### src/rtl/video_timing_if.sv
// video_timing_if: composite raster timing outputs plus the burst enable they depend on.
interface video_timing_if;
    logic       burst_en;
    logic       sync_n;
    logic       color_burst;
    logic       active;
    logic [9:0] pixel_x;
    logic [8:0] line;
    logic       vblank;
    logic       frame_start;
    modport master (
        input  burst_en,
        output sync_n, color_burst, active, pixel_x, line, vblank, frame_start
    );
    modport slave (
        output burst_en,
        input  sync_n, color_burst, active, pixel_x, line, vblank, frame_start
    );
endinterface

### src/rtl/video_composite_timing.sv
// video_composite_timing: free-running 240p NTSC raster counters with registered sync/burst/active decode.
module video_composite_timing #(
    parameter int H_TOTAL        = 1588,
    parameter int H_SYNC         = 117,
    parameter int H_EQ           = 58,
    parameter int H_BURST_START  = 132,
    parameter int H_BURST_LEN    = 63,
    parameter int H_ACTIVE_START = 256,
    parameter int H_ACTIVE_LEN   = 1280,
    parameter int V_TOTAL        = 262,
    parameter int V_ACTIVE_START = 21,
    parameter int V_ACTIVE_LEN   = 240
) (
    input  logic              clk,
    input  logic              rst_n,
    video_timing_if.master    vid
);
    localparam logic [10:0] HT1 = 11'(H_TOTAL - 1);
    localparam logic [10:0] HS  = 11'(H_SYNC);
    localparam logic [10:0] HE  = 11'(H_EQ);
    localparam logic [10:0] HH  = 11'(H_TOTAL / 2);
    localparam logic [10:0] HHE = 11'(H_TOTAL / 2 + H_EQ);
    localparam logic [10:0] HVS = 11'(H_TOTAL / 2 - H_SYNC);
    localparam logic [10:0] HTS = 11'(H_TOTAL - H_SYNC);
    localparam logic [10:0] HBS = 11'(H_BURST_START);
    localparam logic [10:0] HBE = 11'(H_BURST_START + H_BURST_LEN);
    localparam logic [10:0] HAS = 11'(H_ACTIVE_START);
    localparam logic [10:0] HAE = 11'(H_ACTIVE_START + H_ACTIVE_LEN);
    localparam logic [8:0]  VT1 = 9'(V_TOTAL - 1);
    localparam logic [8:0]  VAS = 9'(V_ACTIVE_START);
    localparam logic [8:0]  VAE = 9'(V_ACTIVE_START + V_ACTIVE_LEN);

    logic [10:0] h_q, h_d;
    logic [8:0]  v_q, v_d, line_q, line_d;
    logic [9:0]  pixel_x_q, pixel_x_d;
    logic        sync_n_q, sync_n_d, color_burst_q, color_burst_d, active_q, active_d;
    logic        vblank_q, vblank_d, frame_start_q, frame_start_d;
    logic        eq_line, vs_line, v_act, sync_low;

    always_comb begin
        h_d           = (h_q == HT1) ? '0 : h_q + 11'd1;
        v_d           = (h_q != HT1) ? v_q : (v_q == VT1) ? '0 : v_q + 9'd1;
        eq_line       = (v_q <= 9'd2) || (v_q >= 9'd6 && v_q <= 9'd8);
        vs_line       = (v_q >= 9'd3) && (v_q <= 9'd5);
        v_act         = (v_q >= VAS) && (v_q < VAE);
        // Both vertical-interval line types place their second pulse at the half-line point.
        sync_low      = eq_line ? (h_q < HE || (h_q >= HH && h_q < HHE)) :
                        vs_line ? (h_q < HVS || (h_q >= HH && h_q < HTS)) :
                                  (h_q < HS);
        sync_n_d      = !sync_low;
        color_burst_d = vid.burst_en && !eq_line && !vs_line && h_q >= HBS && h_q < HBE;
        active_d      = v_act && h_q >= HAS && h_q < HAE;
        pixel_x_d     = active_d ? 10'((h_q - HAS) >> 1) : '0;
        line_d        = v_q;
        vblank_d      = !v_act;
        frame_start_d = (h_q == '0) && (v_q == '0);
    end

    always_ff @(posedge clk or negedge rst_n) begin
        if (!rst_n) begin
            h_q           <= '0;
            v_q           <= '0;
            sync_n_q      <= 1'b1;
            color_burst_q <= 1'b0;
            active_q      <= 1'b0;
            pixel_x_q     <= '0;
            line_q        <= '0;
            vblank_q      <= 1'b1;
            frame_start_q <= 1'b0;
        end else begin
            h_q           <= h_d;
            v_q           <= v_d;
            sync_n_q      <= sync_n_d;
            color_burst_q <= color_burst_d;
            active_q      <= active_d;
            pixel_x_q     <= pixel_x_d;
            line_q        <= line_d;
            vblank_q      <= vblank_d;
            frame_start_q <= frame_start_d;
        end
    end

    assign vid.sync_n      = sync_n_q;
    assign vid.color_burst = color_burst_q;
    assign vid.active      = active_q;
    assign vid.pixel_x     = pixel_x_q;
    assign vid.line        = line_q;
    assign vid.vblank      = vblank_q;
    assign vid.frame_start = frame_start_q;
endmodule
### src/flat_wrapper.sv
// flat-port wrapper written by rule: the top's interface ports become plain ports
module video_composite_timing_flat 
#(
    parameter int H_TOTAL        = 1588,
    parameter int H_SYNC         = 117,
    parameter int H_EQ           = 58,
    parameter int H_BURST_START  = 132,
    parameter int H_BURST_LEN    = 63,
    parameter int H_ACTIVE_START = 256,
    parameter int H_ACTIVE_LEN   = 1280,
    parameter int V_TOTAL        = 262,
    parameter int V_ACTIVE_START = 21,
    parameter int V_ACTIVE_LEN   = 240
)
  (clk, rst_n, vid_burst_en, vid_sync_n, vid_color_burst, vid_active, vid_pixel_x, vid_line, vid_vblank, vid_frame_start);
  video_timing_if vid_i ();
  input  logic clk;
  input  logic rst_n;
  input wire logic [$bits(vid_i.burst_en)-1:0] vid_burst_en;
  output wire logic [$bits(vid_i.sync_n)-1:0] vid_sync_n;
  output wire logic [$bits(vid_i.color_burst)-1:0] vid_color_burst;
  output wire logic [$bits(vid_i.active)-1:0] vid_active;
  output wire logic [$bits(vid_i.pixel_x)-1:0] vid_pixel_x;
  output wire logic [$bits(vid_i.line)-1:0] vid_line;
  output wire logic [$bits(vid_i.vblank)-1:0] vid_vblank;
  output wire logic [$bits(vid_i.frame_start)-1:0] vid_frame_start;
  assign vid_i.burst_en = vid_burst_en;
  assign vid_sync_n = vid_i.sync_n;
  assign vid_color_burst = vid_i.color_burst;
  assign vid_active = vid_i.active;
  assign vid_pixel_x = vid_i.pixel_x;
  assign vid_line = vid_i.line;
  assign vid_vblank = vid_i.vblank;
  assign vid_frame_start = vid_i.frame_start;
  video_composite_timing #(.H_TOTAL(H_TOTAL), .H_SYNC(H_SYNC), .H_EQ(H_EQ), .H_BURST_START(H_BURST_START), .H_BURST_LEN(H_BURST_LEN), .H_ACTIVE_START(H_ACTIVE_START), .H_ACTIVE_LEN(H_ACTIVE_LEN), .V_TOTAL(V_TOTAL), .V_ACTIVE_START(V_ACTIVE_START), .V_ACTIVE_LEN(V_ACTIVE_LEN)) u_core (.clk(clk), .rst_n(rst_n), .vid(vid_i));
endmodule
### config.mk
export PLATFORM = sky130hd
export DESIGN_NAME = video_composite_timing_flat
export DESIGN_NICKNAME = d
export VERILOG_FILES = /design/src/rtl/video_timing_if.sv /design/src/rtl/video_composite_timing.sv /design/src/flat_wrapper.sv
export SDC_FILE = /design/constraint.sdc
export NUM_CORES = 1
export LEC_CHECK = 0
export CAP_MARGIN = 20
export CORE_MARGIN = 2
export CORE_UTILIZATION = 45
export DETAILED_ROUTE_END_ITERATION = 8
export PLACE_DENSITY = 0.67
export SLEW_MARGIN = 10
export SYNTH_ARGS = -nofsm -noshare
export SYNTH_HDL_FRONTEND = slang
export SYNTH_SLANG_ARGS = --single-unit
### constraint.sdc
create_clock -name clk -period 2.2 [get_ports clk]
set_clock_uncertainty 0.1 [all_clocks]
set_input_delay 0.22 -clock clk [delete_from_list [all_inputs] [get_ports clk]]
set_output_delay 0.22 -clock clk [all_outputs]
set_load 0.005 [all_outputs]
==> impl_results.md <==
* Count of antenna-violating nets left after detailed routing at 0
* Maximum buffer depth of the clock tree at 2
* Post-synthesis share of cell area spent on xor and xnor gates at 0.0409
* Number of synthesis warnings at 0
* Design internal power at 1150 uW
* Rows at 25
* Final critical path time including I/O delays and setup at roughly 2.1 ns
* Number of top-level pins at 27
* CTS buffer count at 5
* Adder and majority cell fraction of the synthesized area at 0.0584
* Clock-pin slew reported for the worst setup and hold paths after clock tree synthesis at 0.08 ns
* Core footprint at 0.00466 mm2
* Number of distinct library cell variants in the gate-level netlist after synthesis at 48
* Final Hold Violating Endpoints at 0
* Final wirelength at 4450 um
* Worst vdd ir at 0.254 mV
* Number of antenna violations at the first check in global routing at 0
* Worst setup SP type: flop
* Final Util at 0.574
* Critical-path maximum fanout at 11
* Diode count at 0
* Area delta synth->final at 25.0%
* Run status: complete, no violations
* Switching power of the nets at 283 uW
* Simple-gate portion of the synthesized area at 0.200
* Worst hold path type: primary input to async pin
* Synth top area cells: dfrtp_1 49%, ha_1 5.8%, and2_1 2.9%
* Routability Congestion at 0.847
* Vias in the first global route at 1631
* Total power density per cell area at around 540 mW/mm2
* Gate power share at 0.016
* Synth top area share at 0.491
* Number of clock sinks at between 40 and 50
* Static leakage at 0.00120 uW
* Multiplexer share of the synthesized area at 0
* Unrepaired setup endpoints after global routing: false
* Share of final-layout standard cells stronger than drive strength 1 at 0.142
* Flop and latch count out of synthesis at 44
* Leading cell type in the layout, fill and taps excluded: dfrtp_1
* Quantity of I/O buffers inserted on ports at 26
* Avg Inst Size Synth at roughly 10 um2
* Number of enable-type register cells in the synthesized netlist at 0
* HPWL reported at the end of detailed placement at 3230 um
* Crit path DAT at 2.20 ns
* Net switching fraction of the power at 0.197
* Wire length of the first global-routing pass at roughly 7500 um
* Global Route Usage Sum at 0.184
* Dominant combinational cell family by area after synthesis: simple AND/OR/NAND/NOR gates
* Width of the chip at 73.0 um
* Crit path capture type: flop
* Max-cap violations at 0
* Slew of the pin with the lowest slew margin at 0.540 ns
* Number of resized instances in the post-cts repair step at 0
* Cells after synthesis at between 200 and 250
* Clock latency of the later-clocked register in the worst-skew pair at 0.30 ns
* Commonest cells after routing, fill and taps aside: 42 x dfrtp_1, 25 x clkdlybuf4s50_1, 17 x buf_4
* Setup violation total in the final timing report at 0
* Iter 0 DRT Violations at between 80 and 90
* Number of nets in the finished design at 259
* Sequential element share of the synthesized area at 0.515
* Power share of the clock group at 0.421
* Final worst path period share at 0.939
* Count of H-tree levels built during CTS at 2
* Cell type with the highest aggregate area in the netlist: dfrtp_1
* Via-per-instance ratio at 5.54
* Initial cell density of the core at 0.459
* Area of the die at 0.00533 mm2
* Total nets after synthesis at 219
* Vias post-DR at 1667
* Filler cell count at 413
* Clock root buffer: clkbuf_8
* Top achievable clock speed at 484 MHz
* Congestion Overflow GR at 0
* Final number of max-transition violations at 0
* Sequential share of power at 0.563
* Per-cell routed wire length at 14.8 um
* Cell Area, Synth at 0.00214 mm2
* Post-synthesis compound-gate area fraction at 0.143
* Predominant post-synthesis flop cell: dfrtp_1
* Setup_tns at 0 ns
* Maximum number of pins on one net before global-route repair at 24
* Router iterations before antenna repair at 4
* Fraction of synthesis flops using an asynchronous set or reset pin at 1.00
* Worst endpoint required time at 2.33 ns
* Vertical extent of the die at 73.0 um
* Critical path type: flop to flop
* Worst slew margin at 0.637
* TritonCTS clock tree: done
* DRC violation count after routing at 0
-- power by group through the flow --
stage | logic (uW) | registers, uW | clock network (uW)
after detailed placement | 23.1 | 824 | 0
after floorplan | 0.00959 | 824 | 0
after global routing | 27.7 | 808 | 650
final | 23.4 | 808 | 604
after global placement | 23.3 | 824 | 0
after CTS | 24.4 | 808 | 621
-- worst max-delay path, cell delays in order, from the launching register on --
cell and delay [ns]:
dfrtp_1 0.44, or4_4 0.58, o31ai_2 0.23, o21ai_1 0.14
a221oi_2 0.19, buf_4 0.19, nor2b_1 0.14
-- per-layer routing --
layer,GRT usage,vias to the layer above,share of wire
met4,0.0782,0,0.020
met1,0.254,803,0.49
met5,0,-,0
met2,0.279,46,0.45
met3,0.0387,10,0.040
li1,-,808,-
-- sequential cells by signal, summed over array words and instances, names as in the netlist --
register,cells
u_core.vid.sync_n,1
u_core.line_d,9
u_core.vid.frame_start,1
u_core.vid.line,9
u_core.vid.pixel_x,10
u_core.vid.color_burst,1
u_core.h_q,11
u_core.vid.active,1
u_core.vid.vblank,1
-- cells by family after synthesis --
group / count (synthesis)
compound gates: 45
buf+inv: 22
flops: 44
xor+xnor: 10
fa+ha+maj: 10
simple gates: 75
-- through the flow --
stage	total power [uW]	instances	cell area [um2]	hold slack [ns]	worst slack, ns
after floorplan	824	206	2140	-0.176	0.236
after global placement	847	292	2560	0.124	0.243
after detailed placement	847	292	2560	0.127	0.175
after CTS	1450	301	2680	0.339	0.143
after global routing	1490	301	2680	0.364	0.0157
final	1440	301	2680	0.335	0.135
-- path summary, 6_finish.rpt --
path / from / end / slack [ns] / cells past startpoint
setup / recovery: u_core.line_d[6] / u_core.vid.pixel_x[8] / 0.13 / 6
min in group clk: u_core.line_d[0] / u_core.vid.line[0] / 0.35 / 0
max in group asynchronous: rst_n / u_core.vid.sync_n / 1.10 / 3
setup reg to reg: u_core.line_d[6] / u_core.vid.pixel_x[8] / 0.13 / 6
hold reg to reg: u_core.line_d[0] / u_core.vid.line[0] / 0.35 / 0
hold / removal: rst_n / u_core.h_q[6] / 0.34 / 2
-- cells in the mapped netlist (3+ instances only) --
library cell  instances
a21oi_1               5
a31oi_1               5
and2_1               10
and3_1                3
clkbuf_1              8
dfrtp_1              42
ha_1                 10
inv_1                 9
nand2_1              12
nand3_1               8
nand4_1               7
nor2_1               12
nor3_1                5
nor4_1                3
o21a_1                3
o21ai_0               4
o21ai_1              11
o31ai_1               3
xnor2_1               6
xor2_1                4
-- final cells by class --
class / count / area [um2] / area share
clock inverter: 2 / 35.0 / 0.0131
tap: 54 / 67.6 / 0.0253
sequential: 44 / 1100 / 0.413
inverter: 10 / 37.5 / 0.0140
timing repair buffer: 45 / 413 / 0.154
clock buffer: 6 / 72.6 / 0.0271
multi-input combinational: 140 / 946 / 0.354
-- timing repair --
action | in CTS | in global routing
setup buffers | 0 | 0
endpoints found under the hold margin | 20 | 0
hold buffers | 1 | 0
Power figures use the tool's default switching activity.
